===== src/rtl/clk_div_bank.sv =====
// clk_div_bank: multi-channel programmable clock divider.
//
// Each of NCH channels counts events. An event is either one i_clk_sys cycle, or, for a chained
// channel, one tick of the channel below it. A channel wraps every D events, where D is its
// active divisor. Each wrap produces a one-cycle o_tick pulse and toggles o_clk_out, so o_clk_out
// is a 50% clock with a period of 2*D events. A new divisor is written into a pending register.
// It becomes active at the next wrap, or on the next cycle if the channel is idle.
//
// Optional feature: when CLK_DIV_BANK_SYNC_EN is defined, an extra input i_sync_rst
// phase-aligns every channel. It also applies any pending divisors immediately.
//
// Ports:
//   i_clk_sys    system clock; all state changes on its rising edge
//   i_rst_n      asynchronous active-low reset
//   i_sync_rst   (CLK_DIV_BANK_SYNC_EN only) one-cycle phase-align strobe
//   i_enable     per-channel run enable
//   i_div_wr     divisor write strobe
//   i_div_sel    channel index for i_div_wr; indices >= NCH are ignored
//   i_div_val    new divisor value; 0 parks the channel
//   o_clk_out    registered divided clocks
//   o_tick       registered one-cycle pulse at each channel wrap
//   o_div_busy   divisor written but not yet applied
module clk_div_bank #(
  parameter int unsigned    NCH          = 2,
  parameter int unsigned    CW           = 26,
  parameter logic [CW-1:0]  DEFAULT_DIV  = CW'(5001),
  parameter logic [NCH-1:0] CASCADE_MASK = NCH'(2),
  localparam int unsigned   SelW         = (NCH > 1) ? $clog2(NCH) : 1
) (
  input  logic            i_clk_sys,
  input  logic            i_rst_n,
`ifdef CLK_DIV_BANK_SYNC_EN
  input  logic            i_sync_rst,
`endif
  input  logic [NCH-1:0]  i_enable,
  input  logic            i_div_wr,
  input  logic [SelW-1:0] i_div_sel,
  input  logic [CW-1:0]   i_div_val,
  output logic [NCH-1:0]  o_clk_out,
  output logic [NCH-1:0]  o_tick,
  output logic [NCH-1:0]  o_div_busy
);

  // Registered ticks of all channels. Chained channels count these.
  logic [NCH-1:0] w_tick;

  for (genvar gi = 0; gi < NCH; gi++) begin : g_ch
    logic [CW-1:0] r_cnt;
    logic [CW-1:0] r_active;
    logic [CW-1:0] r_pending;
    logic          r_clk;
    logic          r_tick;
    logic          r_busy;

    logic [CW-1:0] w_cnt_d;
    logic [CW-1:0] w_active_d;
    logic [CW-1:0] w_pending_d;
    logic          w_clk_d;
    logic          w_tick_d;
    logic          w_busy_d;

    logic          w_ev;
    logic          w_wr;
    logic          w_run;
    logic          w_wrap;
    logic          w_sync;

    // A chained stage counts the registered tick of the stage below it. This costs one cycle of
    // phase per stage, but the period is unchanged.
    if (gi > 0 && CASCADE_MASK[gi]) begin : g_casc
      assign w_ev = w_tick[gi-1];
    end else begin : g_free
      assign w_ev = 1'b1;
    end

`ifdef CLK_DIV_BANK_SYNC_EN
    assign w_sync = i_sync_rst;
`else
    assign w_sync = 1'b0;
`endif

    // Out-of-range selects match no channel, so those writes are ignored.
    assign w_wr   = i_div_wr && (i_div_sel == SelW'(gi));
    assign w_run  = i_enable[gi] && (r_active != '0);
    assign w_wrap = w_run && w_ev && (r_cnt == r_active - CW'(1));

    always_comb begin
      w_cnt_d     = r_cnt;
      w_clk_d     = r_clk;
      w_tick_d    = 1'b0;
      w_active_d  = r_active;
      w_pending_d = r_pending;
      w_busy_d    = r_busy;
      if (w_sync) begin
        // Alignment wins over wraps and over a write in the same cycle. That write is dropped.
        w_cnt_d    = '0;
        w_clk_d    = 1'b0;
        w_active_d = r_pending;
        w_busy_d   = 1'b0;
      end else begin
        if (!w_run) begin
          w_cnt_d = '0;
          w_clk_d = 1'b0;
          if (r_busy) begin
            w_active_d = r_pending;
            w_busy_d   = 1'b0;
          end
        end else if (w_wrap) begin
          // The wrap itself completes with the old divisor. The new one governs from cnt=0.
          w_cnt_d  = '0;
          w_clk_d  = ~r_clk;
          w_tick_d = 1'b1;
          if (r_busy) begin
            w_active_d = r_pending;
            w_busy_d   = 1'b0;
          end
        end else if (w_ev) begin
          w_cnt_d = r_cnt + CW'(1);
        end
        // A write coinciding with an apply stays pending. It is applied at the next wrap.
        if (w_wr) begin
          w_pending_d = i_div_val;
          w_busy_d    = 1'b1;
        end
      end
    end

    always_ff @(posedge i_clk_sys or negedge i_rst_n) begin
      if (!i_rst_n) begin
        r_cnt     <= '0;
        r_active  <= DEFAULT_DIV;
        r_pending <= DEFAULT_DIV;
        r_clk     <= 1'b0;
        r_tick    <= 1'b0;
        r_busy    <= 1'b0;
      end else begin
        r_cnt     <= w_cnt_d;
        r_active  <= w_active_d;
        r_pending <= w_pending_d;
        r_clk     <= w_clk_d;
        r_tick    <= w_tick_d;
        r_busy    <= w_busy_d;
      end
    end

    assign w_tick[gi]     = r_tick;
    assign o_tick[gi]     = r_tick;
    assign o_clk_out[gi]  = r_clk;
    assign o_div_busy[gi] = r_busy;
  end

endmodule


===== config.mk =====
export PLATFORM = sky130hd
export DESIGN_NAME = clk_div_bank
export DESIGN_NICKNAME = d
export VERILOG_FILES = /design/src/rtl/clk_div_bank.sv
export SDC_FILE = /design/constraint.sdc
export NUM_CORES = 1
export LEC_CHECK = 0
export BUFFER_PORTS_ARGS = -buffer_cell sky130_fd_sc_hd__buf_2
export CORE_MARGIN = 10
export CORE_UTILIZATION = 56
export DETAILED_ROUTE_END_ITERATION = 12
export HOLD_SLACK_MARGIN = 0.03
export PLACE_DENSITY = 0.74
export SLEW_MARGIN = 20
export SYNTH_ARGS = -nofsm -noshare
export SYNTH_HDL_FRONTEND = slang
export SYNTH_SLANG_ARGS = --single-unit

===== constraint.sdc =====
create_clock -name i_clk_sys -period 3.27 [get_ports i_clk_sys]
set_clock_uncertainty 0.1 [all_clocks]
set_input_delay 0.654 -clock i_clk_sys [delete_from_list [all_inputs] [get_ports i_clk_sys]]
set_output_delay 0.654 -clock i_clk_sys [all_outputs]
set_load 0.02 [all_outputs]

==> impl_metrics.ini <==
[die]
die_height_um = 145
coreArea_um2 = 15200
die_area_um2 = 20900
io_pins = 38
die_width_um = 145
placementRows = 45
initial_core_utilization_pct = 57.2

[routing]
number_of_violations_reported_at_the_end_of_detailed_routing_iteration_0 = 551
post_drt_wl_per_cell_um = 19.9
vias_per_cell = 5.89
antenna_violating_nets_post_route = 0
routed_wirelength_um = 21900
dr.pass1.iters = 5
drcViolationCount = 0
vias = 6485

[clock_network]
clock_root_buffer = sky130_fd_sc_hd__clkbuf_16
clock_sink_count = 162
clock_latency_ns = 0.43
cts_tree = done
cts-root-to-sink-buffers = 2
tritoncts.num_buffers = 17
htreeDepth = 4
clk_pin_slew_ns = 0.06

[place]
dp_hpwl_um = 15000
placement.cell_area_um2 = 9580
final_gp_congestion = 0.960
buffer_ports.inserted = 37

[yosys]
yosys.area.top_type = sky130_fd_sc_hd__dfrtp_1
asyncSetResetFlopFracSynth_pct = 100
netlist.area_leader.share_pct = 39.7
yosys_most_used_dff = sky130_fd_sc_hd__dfrtp_1
synth_area_per_cell_um2 = 10.9
synth.yosys.warnings = 0
synth_edf_count = 0
seq_area_frac_synth_pct = 47.0
leading_cell_types_by_total_area_after_synthesis = sky130_fd_sc_hd__dfrtp_1 40%, sky130_fd_sc_hd__mux2_2 7.5%, sky130_fd_sc_hd__dfstp_2 7.3%, sky130_fd_sc_hd__xnor2_1 5.6%, sky130_fd_sc_hd__xor2_1 5.3%
post_synth_instance_area_um2 = 8690
syn-num-nets = 833
postSynthRegisterBits = 162
synthCells = 795
synth_cell_types = 69

[finish]
drive_above_1_share_pct = 37.0
num-nets-final = 938
layout.cells.most_common = sky130_fd_sc_hd__dfrtp_1
area_growth_pct = 22.3
fillerInstances = 1069
commonest_non_fill_non_tap_cells_in_the_layout = 138 x sky130_fd_sc_hd__dfrtp_1, 86 x sky130_fd_sc_hd__nor2_1, 78 x sky130_fd_sc_hd__buf_4
postLayoutCellArea_um2 = 10600
antenna_cells = 0

[grt]
grt_first_pass_wirelength_um = 33900
overflow = 0
gr-usage-all-layers_pct = 20.5
number_of_antenna_violations_at_the_first_check_in_global_routing = 0
first_global_vias = 6669
grt_max_degree = 69

[timing]
timing.final.ws_setup_ns = -0.115
maxClockFrequency_mhz = 295
tightest_slew_ns = 0.632
rsz0062_at_grt = yes
relSlewSlack_pct = 57.9
hold_viol_final = 0
timing.hold.ws_ns = 0.127
maxSlewViolCount = 0
fin_setup_tns_ns = -2.83
finalCritPeriodShare_pct = 104
finalCriticalPeriod_ns = 3.39
final-setup-viol-count = 45

[run_status]
run_status = finished, violations left
violations = negative setup slack

[worst_setup_path]
critical_path.startpoint_type = register
critical-path-max-stage-delay_ns = 0.54
cell_family_with_the_largest_share_of_critical_path_delay = simple AND/OR/NAND/NOR gates
worst-r2r-cell-count = 12
timing.critical_path.depth = 12
timing.critical_path.to_type = register
required_time_of_the_worst_setup_path_ns = 3.48
worst-path-max-fanout = 13
worst-path-buf-inv = 2
cp_data_arrival_time_ns = 3.59
worst_path_max_delay_cell = sky130_fd_sc_hd__or4_4
path_class = reg2reg
crit_chain = inv_2 -> ha_4 -> nor3b_4 -> nand4_1 -> or3_1 -> o31ai_2 -> o21ai_1 -> or4_4 -> o21ai_4 -> nand2_4 -> clkbuf_16 -> mux2_4

[flow_run]
maxCapViolations = 0

[hold_path]
hp-class = in2async

[pwr]
power_per_cell_area_nw_per_um2 = 610
max-vdd-ir-drop_mv = 0.467
p_leak_uw = 0.00461
==> through the flow <==
stage	total power (uW)	worst slack, ns	std cells	util [%]
floorplan	3650	-0.0484	795	-
global placement	4210	-0.0473	1057	63.0
detailed placement	4300	-0.166	1057	63.0
CTS	6230	-0.113	1093	67.1
global route	6790	-0.223	1101	69.9
finish	6480	-0.115	1101	69.9
==> sequential cells by signal, indices dropped and copies added (netlist names) <==
name and count:
g_ch.r_clk 2, g_ch.r_active 52, g_ch.r_cnt 52, g_ch.r_busy 2, g_ch.r_pending 52, g_ch.r_tick 2
==> area by class of cell <==
type | instances | area [um^2] | share of cell area (%)
Clock buffer | 22 | 484 | 4.56
Sequential cell | 162 | 4080 | 38.4
Multi-Input combinational cell | 578 | 4730 | 44.5
Inverter | 16 | 60.1 | 0.565
Timing Repair Buffer | 125 | 956 | 9.00
Clock inverter | 10 | 78.8 | 0.742
Tap cell | 188 | 235 | 2.21
==> per-layer routing <==
| metal | GRT usage (%) | share of wire [%] | wire length (um) | up-vias |
|---|---|---|---|---|
| li1 | - | - | - | 3018 |
| met1 | 27.2 | 45 | 9890 | 3241 |
| met2 | 32.4 | 48 | 10500 | 194 |
| met3 | 4.56 | 5.3 | 1150 | 32 |
| met4 | 6.76 | 1.7 | 370 | 0 |
| met5 | 0 | 0 | 0 | - |
==> report_power, final <==
group	switching (uW)	leakage, uW	internal, uW
registers	317	0.00200	2350
logic	917	0.00235	1000
clock network	836	0.000265	1060
total	2070	0.00461	4410
==> cell usage after synthesis, types with 6 or more instances <==
cell type,count
sky130_fd_sc_hd__dfrtp_1,138
sky130_fd_sc_hd__nor2_1,87
sky130_fd_sc_hd__mux2_2,58
sky130_fd_sc_hd__xnor2_1,56
sky130_fd_sc_hd__xor2_1,53
sky130_fd_sc_hd__nand2_1,38
sky130_fd_sc_hd__nand3_1,28
sky130_fd_sc_hd__mux2_1,27
sky130_fd_sc_hd__clkbuf_1,24
sky130_fd_sc_hd__dfstp_2,24
sky130_fd_sc_hd__mux2_4,20
sky130_fd_sc_hd__nor3_1,19
sky130_fd_sc_hd__inv_1,16
sky130_fd_sc_hd__nand4_1,15
sky130_fd_sc_hd__nor4_1,15
sky130_fd_sc_hd__and3_1,14
sky130_fd_sc_hd__a21oi_1,12
sky130_fd_sc_hd__o21ai_0,11
sky130_fd_sc_hd__or4_1,10
sky130_fd_sc_hd__nand2b_1,9
sky130_fd_sc_hd__mux2i_1,7
sky130_fd_sc_hd__or3_1,7
sky130_fd_sc_hd__buf_4,6
sky130_fd_sc_hd__ha_1,6
sky130_fd_sc_hd__nor4b_1,6
==> cells by family (layout without fill, tap and decap cells) <==
kind of cell	Yosys count	in the layout	synth area share, %
multiplexers	112	112	15.3
flip-flops	162	162	47.0
buffers and inverters	55	173	2.88
AO/OA/AOI/OAI	66	66	5.31
adder cells (fa/ha/maj)	6	6	0.864
AND/OR/NAND/NOR	285	285	17.7
XOR/XNOR	109	109	11.0
==> repair_timing <==
| item | in CTS | in global routing |
|---|---|---|
| pin swaps | 4 | 20 |
| hold buffers | 0 | 0 |
| gates resized for setup | 6 | 66 |
| gates cloned | 0 | 4 |
| buffers inserted | 4 | 4 |
| endpoints found under the setup margin | 80 | 107 |
==> final timing paths <==
check	start	end	slack, ns
min in group i_clk_sys	i_div_val[20]	g_ch[1].r_pending[20]	0.38
hold reg to reg	g_ch[1].r_clk	g_ch[1].r_clk	0.39
hold / removal	i_rst_n	g_ch[0].r_active[19]	0.13
setup reg to reg	g_ch[0].r_active[1]	g_ch[0].r_active[23]	-0.12
max in group asynchronous	i_rst_n	g_ch[0].r_active[0]	2.02
setup / recovery	g_ch[0].r_active[1]	g_ch[0].r_active[23]	-0.12
(Power assumes the default switching activity.)
